**config.mk**
```make
export PLATFORM = sky130hd
export DESIGN_NAME = mem_access_stage
export DESIGN_NICKNAME = d
export VERILOG_FILES = /design/src/rtl/mem_access_stage.sv
export SDC_FILE = /design/constraint.sdc
export NUM_CORES = 1
export LEC_CHECK = 0
export BUFFER_PORTS_ARGS = -buffer_cell sky130_fd_sc_hd__buf_4
export CORE_ASPECT_RATIO = 1.2
export CORE_MARGIN = 4
export CORE_UTILIZATION = 52
export DETAILED_ROUTE_END_ITERATION = 10
export HOLD_SLACK_MARGIN = 0.03
export MAX_ROUTING_LAYER = met4
export PLACE_DENSITY = 0.89
export SYNTH_ARGS = -nofsm -noshare
export SYNTH_HDL_FRONTEND = slang
export SYNTH_SLANG_ARGS = --single-unit
```
**constraint.sdc**
```tcl
create_clock -name Clock -period 3.4 [get_ports Clock]
set_input_delay 0.17 -clock Clock [delete_from_list [all_inputs] [get_ports Clock]]
set_output_delay 0.17 -clock Clock [all_outputs]
set_load 0.03 [all_outputs]
```
**src/rtl/mem_access_stage.sv**
```systemverilog
// MEM-stage data-memory access controller: turns EX/MEM loads/stores into req/ack transactions.
// Optional BUSY timeout with bus-error abort is enabled by defining MEM_STAGE_TIMEOUT_EN.
module mem_access_stage #(
    parameter int unsigned ADDR_WIDTH     = 32,
    parameter int unsigned TIMEOUT_CYCLES = 255
) (
    input  logic                  Clock,
    input  logic                  ResetN,
    input  logic                  MemReadIn,
    input  logic                  MemWriteIn,
    input  logic [1:0]            MemSizeIn,
    input  logic                  MemSignedIn,
    input  logic [ADDR_WIDTH-1:0] ALUResultIn,
    input  logic [31:0]           WriteDataIn,
    output logic                  Stall,
    output logic [31:0]           DataMemoryOut,
    output logic                  MisalignOut,
    output logic                  BusError,
    output logic                  MemReq,
    output logic                  MemWe,
    output logic [ADDR_WIDTH-1:0] MemAddr,
    output logic [31:0]           MemWData,
    output logic [3:0]            MemByteEn,
    input  logic                  MemAck,
    input  logic [31:0]           MemRData
);

    typedef enum logic [1:0] {StIdle, StBusy, StDone} state_e;

    state_e state_q, state_d;

    logic                  access, misaligned, misalign_now, stall, timeout;
    logic [3:0]            byte_en;
    logic [31:0]           wdata_rep, load_data;
    logic [7:0]            ld_byte;
    logic [15:0]           ld_half;

    logic                  req_q, we_q, berr_q, ld_q, sgn_q;
    logic [ADDR_WIDTH-1:0] addr_q;
    logic [31:0]           wdata_q, dout_q;
    logic [3:0]            be_q;
    logic [1:0]            sz_q, lo_q;

    always_comb begin
        access     = MemReadIn | MemWriteIn;
        misaligned = ((MemSizeIn == 2'b01) && ALUResultIn[0]) ||
                     (MemSizeIn[1] && (ALUResultIn[1:0] != 2'b00));
        byte_en    = 4'b1111;
        wdata_rep  = WriteDataIn;
        case (MemSizeIn)
            2'b00: begin
                byte_en   = 4'b0001 << ALUResultIn[1:0];
                wdata_rep = {4{WriteDataIn[7:0]}};
            end
            2'b01: begin
                byte_en   = 4'b0011 << ALUResultIn[1:0];
                wdata_rep = {2{WriteDataIn[15:0]}};
            end
            default: ;
        endcase
    end

    // Lane selection uses the size/offset captured at issue, not the live EX/MEM inputs.
    always_comb begin
        ld_byte   = MemRData[{lo_q, 3'b000} +: 8];
        ld_half   = lo_q[1] ? MemRData[31:16] : MemRData[15:0];
        load_data = MemRData;
        case (sz_q)
            2'b00:   load_data = {{24{sgn_q & ld_byte[7]}}, ld_byte};
            2'b01:   load_data = {{16{sgn_q & ld_half[15]}}, ld_half};
            default: ;
        endcase
    end

`ifdef MEM_STAGE_TIMEOUT_EN
    localparam int unsigned CntW = $clog2(TIMEOUT_CYCLES + 1);

    logic [CntW-1:0] cnt_q, cnt_d;

    always_comb begin
        timeout = (state_q == StBusy) && !MemAck && (cnt_q == CntW'(TIMEOUT_CYCLES - 1));
        cnt_d   = cnt_q;
        if (state_q == StIdle) begin
            cnt_d = '0;
        end else if ((state_q == StBusy) && !MemAck && !timeout) begin
            cnt_d = cnt_q + 1'b1;
        end
    end

    always_ff @(posedge Clock or negedge ResetN) begin
        if (!ResetN) begin
            cnt_q <= '0;
        end else begin
            cnt_q <= cnt_d;
        end
    end
`else
    logic unused_timeout_cfg;
    assign unused_timeout_cfg = ^TIMEOUT_CYCLES;
    assign timeout            = 1'b0;
`endif

    always_comb begin
        state_d = state_q;
        stall   = 1'b0;
        case (state_q)
            StIdle: begin
                if (access && !misaligned) begin
                    stall   = 1'b1;
                    state_d = StBusy;
                end
            end
            StBusy: begin
                stall = 1'b1;
                if (MemAck || timeout) state_d = StDone;
            end
            StDone:  state_d = StIdle;
            default: state_d = StIdle;
        endcase
    end

    always_ff @(posedge Clock or negedge ResetN) begin
        if (!ResetN) begin
            state_q <= StIdle;
            req_q   <= 1'b0;
            we_q    <= 1'b0;
            addr_q  <= '0;
            wdata_q <= '0;
            be_q    <= '0;
            dout_q  <= '0;
            berr_q  <= 1'b0;
            ld_q    <= 1'b0;
            sgn_q   <= 1'b0;
            sz_q    <= '0;
            lo_q    <= '0;
        end else begin
            state_q <= state_d;
            berr_q  <= 1'b0;
            case (state_q)
                StIdle: begin
                    if (access && misaligned) begin
                        dout_q <= '0;
                    end else if (access) begin
                        req_q   <= 1'b1;
                        we_q    <= MemWriteIn;
                        addr_q  <= {ALUResultIn[ADDR_WIDTH-1:2], 2'b00};
                        wdata_q <= wdata_rep;
                        be_q    <= byte_en;
                        ld_q    <= ~MemWriteIn;
                        sgn_q   <= MemSignedIn;
                        sz_q    <= MemSizeIn;
                        lo_q    <= ALUResultIn[1:0];
                    end
                end
                StBusy: begin
                    // Ack on the limit edge wins over the timeout.
                    if (MemAck) begin
                        req_q <= 1'b0;
                        if (ld_q) dout_q <= load_data;
                    end else if (timeout) begin
                        req_q  <= 1'b0;
                        berr_q <= 1'b1;
                        if (ld_q) dout_q <= '0;
                    end
                end
                default: ;
            endcase
        end
    end

    assign misalign_now  = (state_q == StIdle) && access && misaligned;
    assign Stall         = stall & ResetN;
    assign MisalignOut   = misalign_now & ResetN;
    assign DataMemoryOut = misalign_now ? 32'h0 : dout_q;
    assign BusError      = berr_q;
    assign MemReq        = req_q;
    assign MemWe         = we_q;
    assign MemAddr       = addr_q;
    assign MemWData      = wdata_q;
    assign MemByteEn     = be_q;

endmodule

```
==> impl_metrics.ini, run 1 <==
[synthesis]
synth_seq_area_share = 0.520
synth_top_family_by_area = simple AND/OR/NAND/NOR gates
synth_xor_area_frac = 0.00169
synth.area.top_cells = dfrtp_1, nand2_1, mux2i_1
synth_area_um2 = 5190
synth_area_leader_cell = dfrtp_1
synth_cell_types = 47
synth_edf_count = 0
yosys.area_share.simple = 0.210
yosys_warnings = 0
synthAdderAreaFrac = 0
synth-main-ff-cell = dfrtp_1
postSynthAreaPerCell_um2 = 9.46
ys_async_sr_fraction = 1.00
synth_top_area_frac = 0.520
muxShareOfSynthArea = 0.0646
synthCells = 549
synth_compound_area_frac = 0.155
ys_ff_latch = 108

[clocking]
clk_latency_ps = 350
clk_pin_slew_ps = 70
cts.repair.resized = 0
cts_root_buffer = clkbuf_16
clockBufferDepth = 2
cts_htree_levels = 3
numClockSinks = 108
cts_buffers = 9
tritoncts = yes

[critical_path]
worstPathCellList = dlygate4sd3_1 -> buf_4 -> nor2_1 -> a211o_1 -> nand2_1 -> inv_1 -> buf_4
critPathSlowestCell = a211o_1
crit_top_cell = buf_4
cp.arrival_ps = 2450
cp.buffers_inverters = 4
crit_family = buffers and inverters
cp_slowest_stage_delay_ps = 800
r2r_start = sz_q[0]$_DFFE_PN0P_
critPathMaxFanout = 39
worstSetupPathType = primary input to output pin
startpoint = MemWriteIn
start_kind = primary input
crit_required_ps = 3230
cp-end-kind = output pin

[final_layout]
fin_util = 0.765
drive_gt1_frac = 0.302
area_growth_syn_to_layout_pct = 42.4
n_antenna_cell = 0
layout.nets = 866

[sta]
worst_pin_slew_ps = 1030
fin_crit_sh = 0.771
setup_violations = 0
drv_slew = 0
hold_violations = 0
fin_skew_ps = 14.9
rsz0062_at_grt = no
relSlewSlack = 0.311
timing.fmax_mhz = 382
period_needed_ps = 2620
setup_tns_ps = 0

[floorplanning]
coreArea_um2 = 9660
initial_utilization = 0.538
ioPinCount = 209
die_area_um2 = 11700
row_count = 39
die_height_um = 117
die_x_um = 99.2

[placement]
portBuffers = 205
routabilityCongestion = 0.930
hpwl_um = 11300

[grt]
grt_pass1_vias = 5294
grt_max_degree = 84
grt_pass1_wl_um = 27200
grt_usage = 0.305
antenna_found_initial = 0
overflow = 0

[min_path]
hold_class = primary input to register
hp-start = MemAck

[drt]
drt_iter0_markers = 297
routed_wl_um = 17400
firstDrtPassIters = 7
via_per_inst = 5.74
avgRoutedWirePerCell_um = 19.5
drtAntennaViolNets = 0
drc = 0
dr_total_vias = 5107

[power_and_ir_drop]
vdd_drop_max_mv = 0.533
p_leak_uw = 0.00383
power_density_nw_per_um2 = 794

[run_status]
outcome = finished clean

[run]
maxCapViolations = 0
## routing by layer
metal | GRT usage | up-vias | share of wire
met5 | - | - | 0
met4 | 0.160 | 0 | 0.047
met3 | 0.0575 | 63 | 0.091
met2 | 0.496 | 323 | 0.50
met1 | 0.357 | 2418 | 0.36
li1 | - | 2303 | -
## registers in the layout (all words and copies together) (netlist names), 2 cells and up
signal and cells:
MemByteEn 4, lo_q 2, state_q 2, dout_q 32
sz_q 2, MemAddr 30, MemWData 32
## per-stage QoR
stage,cells,hold WS [ps],power (uW),worst slack [ps],cell area [um2]
after floorplan,551,-126,3610,1210,5200
after global placement,843,299,4550,1190,6770
after detailed placement,843,314,4640,993,6770
after CTS,890,30.4,5780,838,7390
after global routing,890,48.8,6140,539,7390
final,890,42.0,5870,780,7390
## cell type report
| type | count | area [um2] |
|---|---|---|
| clock buffers | 10 | 229 |
| clock inverters | 6 | 88.8 |
| fillers | 604 | 2270 |
| inverters | 14 | 52.6 |
| multi-input cells | 386 | 2250 |
| flip-flops and latches | 108 | 2700 |
| well taps | 123 | 154 |
| repair buffers | 243 | 1910 |
## synthesized netlist by cell type (3+ instances only)
cell type    n
nand2_1    147
buf_4        4
and2_1      32
a221o_1     24
o32ai_1      6
mux2i_1     29
nor2_1       8
o2bb2ai_1    6
a21oi_1     26
nor3_1      10
nand3_1     14
clkbuf_1    33
a21o_1       3
nor2b_1     15
o21ai_1     24
dfrtp_1    108
o21ai_0      9
inv_1       14
## power by group
group / total (uW) / internal, uW / switching, uW / leakage [uW]
Combinational: 2690 / 1020 / 1670 / 0.00230
Sequential: 2040 / 1720 / 324 / 0.00138
Clock: 1130 / 647 / 487 / 0.000149
Total: 5870 / 3380 / 2490 / 0.00383
## layout by cell type (no fill, tap or decap), drive strengths merged, types with 6 or more instances in the layout
master	Yosys	layout
o2bb2ai	6	6
o21ai	33	33
o32ai	6	6
dfrtp	108	108
nor2	8	8
nand2	147	147
clkbuf	33	10
nor3	10	10
a21oi	26	26
inv	14	14
buf	10	212
dlygate4sd3	0	31
and2	32	32
nand3	14	14
a221o	24	24
mux2i	29	29
nor2b	15	15
## what timing repair did
item,in CTS,in global routing
hold endpoints to repair,94,0
hold buffers,31,0
endpoints found under the setup margin,0,0
buffers inserted,0,0
## path summary, 6_finish.rpt
check                                                end  slack [ps]  depth (start not counted)
worst max-delay path                    DataMemoryOut[4]         780                          7
worst min-delay path              state_q[0]$_DFFE_PN0P_          40                          2
worst max register to register    dout_q[29]$_DFFE_PN0P_         960                          4
worst min register to register   MemAddr[28]$_DFFE_PN0P_         480                          2
max in group asynchronous       MemWData[12]$_DFFE_PN0P_        1850                          3
min in group asynchronous        MemAddr[12]$_DFFE_PN0P_         470                          2
## cell families (layout without fill, tap and decap cells)
family                 Yosys count  in the layout
XOR/XNOR                         1              1
other                            1              3
buffers and inverters           57            273
AO/OA/AOI/OAI                  112            112
flip-flops                     108            108
multiplexers                    32             32
AND/OR/NAND/NOR                238            238
No activity file was read; power rests on OpenSTA's default activity.
==> run 2, diff against run 1 <==
--- a/config.mk
+++ b/config.mk
@@ -5,14 +5,15 @@
 export SDC_FILE = /design/constraint.sdc
 export NUM_CORES = 1
 export LEC_CHECK = 0
+export ABC_AREA = 1
 export BUFFER_PORTS_ARGS = -buffer_cell sky130_fd_sc_hd__buf_4
 export CORE_ASPECT_RATIO = 1.2
 export CORE_MARGIN = 4
-export CORE_UTILIZATION = 52
+export CORE_UTILIZATION = 49
 export DETAILED_ROUTE_END_ITERATION = 10
 export HOLD_SLACK_MARGIN = 0.03
 export MAX_ROUTING_LAYER = met4
-export PLACE_DENSITY = 0.89
+export PLACE_DENSITY = 0.85
 export SYNTH_ARGS = -nofsm -noshare
 export SYNTH_HDL_FRONTEND = slang
 export SYNTH_SLANG_ARGS = --single-unit
==> constraint.sdc (replaced) <==
create_clock -name Clock -period 2.69 [get_ports Clock]
set_input_delay 0.1345 -clock Clock [delete_from_list [all_inputs] [get_ports Clock]]
set_output_delay 0.1345 -clock Clock [all_outputs]
set_load 0.03 [all_outputs]
==> run 2 against run 1 <==
  * Synthesized cell count rose by 29%
  * Sequential cell count stayed put
  * Critical path depth stayed put
  * Worst hold slack got worse by 3.3 ps
  * Clock power is 13% higher
  * Via count grew 7.4%
  * Utilization shrank 4.9 points
  * Global-route usage decreased by 1.6 points
  * Clock-buffer cell count is the same
  * Sequential share of layout area shrank 0.70 points
  * Clock skew down 9.1 ps
  * Register-to-register slack got worse by 100 ps
  * Critical endpoint is now Stall
  * Largest cell class unchanged
  * Largest power group unchanged
==> impl_metrics.ini, run 2 <==
[floorplanning]
die_height_um = 122
initial_utilization = 0.502
coreArea_um2 = 10500
ioPinCount = 209
die_area_um2 = 12500
row_count = 41
die_x_um = 103

[synthesis]
synth_seq_area_share = 0.512
synth_cell_types = 25
postSynthAreaPerCell_um2 = 7.45
synth_area_um2 = 5280
synth-main-ff-cell = dfrtp_1
synth.area.top_cells = dfrtp_1, nand2_1, o21ai_0
yosys_warnings = 0
synth_common_cells = nand2_1, dfrtp_1, inv_1
ys_async_sr_fraction = 1.00
ys_ff_latch = 108
synthCells = 708
synth_top_area_frac = 0.512
synth_area_leader_cell = dfrtp_1
yosysMostFrequentCell = nand2_1
synth_edf_count = 0

[grt]
grt_max_degree = 60
grt_pass1_vias = 5592
grt_usage = 0.288
overflow = 0
antenna_found_initial = 0
grt_pass1_wl_um = 27300

[min_path]
hp-start = WriteDataIn[5]
min_to = MemWData[5]$_DFFE_PN0P_
hold_path_depth = 3
hold_class = primary input to register

[clocking]
clk_pin_slew_ps = 70
clk_latency_ps = 350
tritoncts = yes
clockBufferDepth = 2
postCtsSetupBuffers = 0
numClockSinks = 108
cts_htree_levels = 3
cts_root_buffer = clkbuf_16
cts_buffers = 9

[critical_path]
worst_r2r_path_depth = 5
timing.rr.end = dout_q[7]$_DFFE_PN0P_
crit_required_ps = 2560
cp.arrival_ps = 1870
critPathMaxFanout = 29
worstSetupPathType = register to output pin
r2r_start = state_q[1]$_DFFE_PN0P_
cp-end-kind = output pin
ff2ff_setup_slack_ps = 860
start_kind = register

[sta]
rsz0062_at_grt = no
setup_ws_ps = 688
setup_tns_ps = 0
relSlewSlack = 0.538
hold_violations = 0
drv_slew = 0
timing.fmax_mhz = 499
setup_violations = 0
fin_skew_ps = 5.81
hold_slack_ps = 38.7
worst_pin_slew_ps = 692
period_needed_ps = 2000
fin_crit_sh = 0.744

[drt]
drt_iter0_markers = 278
routed_wl_um = 16800
drc = 0
avgRoutedWirePerCell_um = 15.7
firstDrtPassIters = 6
via_per_inst = 5.11
drtAntennaViolNets = 0
dr_total_vias = 5484

[placement]
routabilityCongestion = 0.951
hpwl_um = 11200
pre_cts_ws_ps = 835
portBuffers = 205

[final_layout]
n_antenna_cell = 0
final_common_cell = nand2_1
layout.nets = 1044
nFillCells = 825
drive_gt1_frac = 0.268
area_growth_syn_to_layout_pct = 42.8
layout_common_cells = nand2_1, buf_4, dfrtp_1

[run]
maxCapViolations = 0

[power_and_ir_drop]
p_total_uw = 8090
p_leak_uw = 0.00415
vdd_drop_max_mv = 0.747
power_density_nw_per_um2 = 1070

[run_status]
outcome = finished clean
[run 2: cell count changes after synthesis, moves of 26 or more]
cell / before / now
nand2_1: 147 / 308
and2_1: 32 / 0
mux2i_1: 29 / 0
clkbuf_1: 33 / 7
o21ai_0: 9 / 58
inv_1: 14 / 61
nor2_1: 8 / 42
[run 2: what timing repair did]
action | in CTS | in global routing
hold buffers | 41 | 0
gates resized for setup | 0 | 0
endpoints found under the hold margin | 65 | 0
[run 2: worst max path at each step]
| stage | from | depth (start not counted) | to | slack [ps] |
|---|---|---|---|---|
| 4_1_cts | state_q[0]$_DFFE_PN0P_ | 7 | Stall | 680 |
| 3_5_place_dp | state_q[1]$_DFFE_PN0P_ | 5 | dout_q[7]$_DFFE_PN0P_ | 830 |
| 3_3_place_gp | state_q[1]$_DFFE_PN0P_ | 5 | dout_q[7]$_DFFE_PN0P_ | 840 |
| 2_1_floorplan | state_q[0]$_DFFE_PN0P_ | 7 | Stall | 910 |
| 6_report | state_q[0]$_DFFE_PN0P_ | 7 | Stall | 690 |
| 5_1_grt | state_q[0]$_DFFE_PN0P_ | 7 | Stall | 560 |
[run 2: power breakdown]
| group | internal [uW] | switching [uW] |
|---|---|---|
| combinational | 1400 | 2720 |
| sequential | 2270 | 418 |
| clock | 661 | 622 |
| total | 4330 | 3760 |
[run 2: final cells by class]
class                      instances  area (um2)  area share
timing repair buffer             253        2000       0.266
tap                              129         161      0.0214
clock buffer                      10         239      0.0317
sequential                       108        2700       0.359
inverter                          66         248      0.0329
multi-input combinational        502        2140       0.284
clock inverter                     6        46.3     0.00614
[run 2: per-layer routing]
metal | share of wire | global-route usage
met1 | 0.37 | 0.348
met3 | 0.092 | 0.0613
met4 | 0.047 | 0.147
met5 | 0 | -
met2 | 0.49 | 0.455
[run 2: cells by family after synthesis]
group | count (synthesis) | share of synthesized area
other | 1 | 0.000711
DFF | 108 | 0.512
and+or+nand+nor | 401 | 0.309
AOI/OAI and AO/OA | 98 | 0.0939
buffers and inverters | 100 | 0.0839
[run 2: critical path, cell delays in order, from the launching register on]
cell	delay, ps
dfrtp_1	410
nor2_2	140
nand2_1	170
nor2_4	150
inv_2	40
buf_4	220
a21oi_1	190
buf_4	190
[run 2: per-stage QoR]
step / std cells / util / instance area, um2
CTS: 1074 / 0.717 / 7540
floorplan: 710 / - / 5290
global placement: 1017 / 0.651 / 6840
global route: 1074 / 0.717 / 7540
detailed placement: 1017 / 0.651 / 6840
finish: 1074 / 0.717 / 7540
==> run 3, diff against run 2 <==
--- a/config.mk
+++ b/config.mk
@@ -9,11 +9,11 @@
 export BUFFER_PORTS_ARGS = -buffer_cell sky130_fd_sc_hd__buf_4
 export CORE_ASPECT_RATIO = 1.2
 export CORE_MARGIN = 4
-export CORE_UTILIZATION = 49
+export CORE_UTILIZATION = 44
 export DETAILED_ROUTE_END_ITERATION = 10
 export HOLD_SLACK_MARGIN = 0.03
 export MAX_ROUTING_LAYER = met4
-export PLACE_DENSITY = 0.85
+export PLACE_DENSITY = 0.8
 export SYNTH_ARGS = -nofsm -noshare
 export SYNTH_HDL_FRONTEND = slang
 export SYNTH_SLANG_ARGS = --single-unit
==> constraint.sdc (replaced) <==
create_clock -name Clock -period 1.65 [get_ports Clock]
set_input_delay 0.0825 -clock Clock [delete_from_list [all_inputs] [get_ports Clock]]
set_output_delay 0.0825 -clock Clock [all_outputs]
set_load 0.03 [all_outputs]
==> run 3 against run 2 <==
  * The flow now finishes with violations (setup timing)
  * Wire length grew 3.7%
  * Worst hold slack gained 1.7 ps
  * Non-clock buffer count grew 41
  * Via count rose by 1.7%
  * Clock power grew 76%
  * Setup slack worse by 740 ps
  * Cell count increased by 6.4%
  * Clock skew increased by 2.8 ps
  * Sequential power grew 62%
  * Die area grew 11%
  * Largest cell class unchanged
==> impl_metrics.ini, run 3 (synthesis gave the netlist of run 2 again) <==
[min_path]
hold_class = primary input to register

[clocking]
cts_htree_levels = 3
numClockSinks = 108
clk_latency_ps = 350
tritoncts = yes
clockBufferDepth = 2
cts_buffers = 9
clk_pin_slew_ps = 70
cts_root_buffer = clkbuf_16

[run_status]
violations = setup timing
outcome = finished with violations

[placement]
pre_cts_ws_ps = 104
hpwl_um = 11400
routabilityCongestion = 0.876
portBuffers = 205

[critical_path]
r2r_start = state_q[0]$_DFFE_PN0P_
cp-end-kind = output pin
critPathMaxFanout = 3
worstPathCellList = nor2_2 -> nand2_2 -> buf_4 -> nor2_4 -> inv_4 -> a21oi_2 -> buf_6
ff2ff_setup_slack_ps = 60
cp.arrival_ps = 1620
critPathCapture = Stall
start_kind = register
critPathSlowestCell = dfrtp_1
worstSetupPathType = register to output pin
startpoint = state_q[0]$_DFFE_PN0P_
timing.rr.end = MemWData[28]$_DFFE_PN0P_
crit_required_ps = 1570
cp_slowest_stage_delay_ps = 390
worst_r2r_path_depth = 9

[sta]
fin_skew_ps = 8.60
setup_violations = 29
timing.fmax_mhz = 589
worst_pin_slew_ps = 563
period_needed_ps = 1700
fin_crit_sh = 1.03
setup_ws_ps = -48.9
hold_violations = 0
drv_slew = 0
rsz0062_at_grt = yes
relSlewSlack = 0.625
hold_slack_ps = 40.4

[final_layout]
n_antenna_cell = 0
drive_gt1_frac = 0.299
area_growth_syn_to_layout_pct = 54.5
layout.nets = 1085
layout_common_cells = nand2_1, buf_4, dfrtp_1
final_common_cell = nand2_1
nFillCells = 927

[drt]
met2_length_um = 8860
drc = 0
drt_iter0_markers = 316
drtAntennaViolNets = 0
m1WireLength_um = 6680
routed.top_layer = met4
avgRoutedWirePerCell_um = 15.3
via_per_inst = 4.88
routed_wl_um = 17500
wl_met3_um = 1370
dr_total_vias = 5577
firstDrtPassIters = 6

[floorplanning]
die_height_um = 128
initial_utilization = 0.452
coreArea_um2 = 11700
ioPinCount = 209
die_x_um = 108
die_area_um2 = 13800
row_count = 43

[grt]
grt_pass1_vias = 5628
overflow = 0
grt_max_degree = 109
antenna_found_initial = 0
grt_pass1_wl_um = 27300
grt_usage = 0.259

[power_and_ir_drop]
pwr-share-seq = 0.314
intPower_uw = 7650
switchingPower_uw = 6220
switching_share = 0.448
p_leak_uw = 0.00438
clkPwrFrac = 0.163
power_density_nw_per_um2 = 1700
vdd_drop_max_mv = 1.07
share_comb_of_total_power = 0.524

[run]
maxCapViolations = 0
## run 3: changes by cell type in the layout (fill, tap and decap cells not counted), moves of 3 or more
cell           before  now
dlygate4sd3_1      41   56
buf_6               0   14
nor2_1             42   29
nor2_4              4   13
buf_4             212  218
nor2_2              3    7
o21ai_0            58   54
o21ai_1             8   12
buf_12              0    3
## run 3: final cells by class
type	count	area, um2	share of cell area
clock buffer	11	253	0.0310
clock inverter	5	58.8	0.00721
timing repair buffer	294	2470	0.303
inverter	66	250	0.0307
sequential	108	2700	0.332
multi-input combinational	502	2220	0.273
tap	157	196	0.0241
## run 3: how the worst min path moves through the flow
stage,cells past startpoint,from,slack (ps),end
after global placement,2,ResetN,220,MemAddr[29]$_DFFE_PN0P_
after global routing,3,WriteDataIn[13],60,MemWData[13]$_DFFE_PN0P_
after CTS,3,WriteDataIn[10],40,MemWData[10]$_DFFE_PN0P_
after detailed placement,2,ResetN,230,MemAddr[24]$_DFFE_PN0P_
after floorplan,0,ResetN,-210,MemAddr[10]$_DFFE_PN0P_
final,3,WriteDataIn[27],40,MemWData[27]$_DFFE_PN0P_
## run 3: repair_timing
action	CTS	global route
endpoints found under the hold margin	164	0
gates resized for setup	6	45
cloned	1	1
endpoints found under the setup margin	33	102
setup buffers	7	3
pin swaps	5	0
hold buffers	56	0
## run 3: routing by layer
layer | global-route usage | vias up
li1 | - | 2720
met1 | 0.304 | 2579
met2 | 0.439 | 238
met3 | 0.0514 | 40
met4 | 0.0973 | 0
met5 | - | -
## run 3: through the flow
step	area, um2	TNS, ps	utilization	std cells	power [uW]
after floorplan	5290	0	-	710	8480
after global placement	7020	0	0.601	1060	11000
after detailed placement	7020	0	0.601	1060	11100
after CTS	7990	-187	0.684	1140	13600
after global routing	8160	-2940	0.699	1143	14700
final	8160	-894	0.699	1143	13900
## run 3: critical path: cells and delay by family (launching register included)
family	cells	cell delay (ps)
flops	1	390
simple gates	3	380
buf+inv	3	350
compound gates	1	150
## run 3: power by group through the flow
stage	sequential, uW	combinational (uW)	clock [uW]
final	4350	7260	2250
after global routing	4480	7830	2400
after CTS	4320	7010	2280
after detailed placement	4330	6770	0
after global placement	4310	6670	0
after floorplan	5740	2740	0
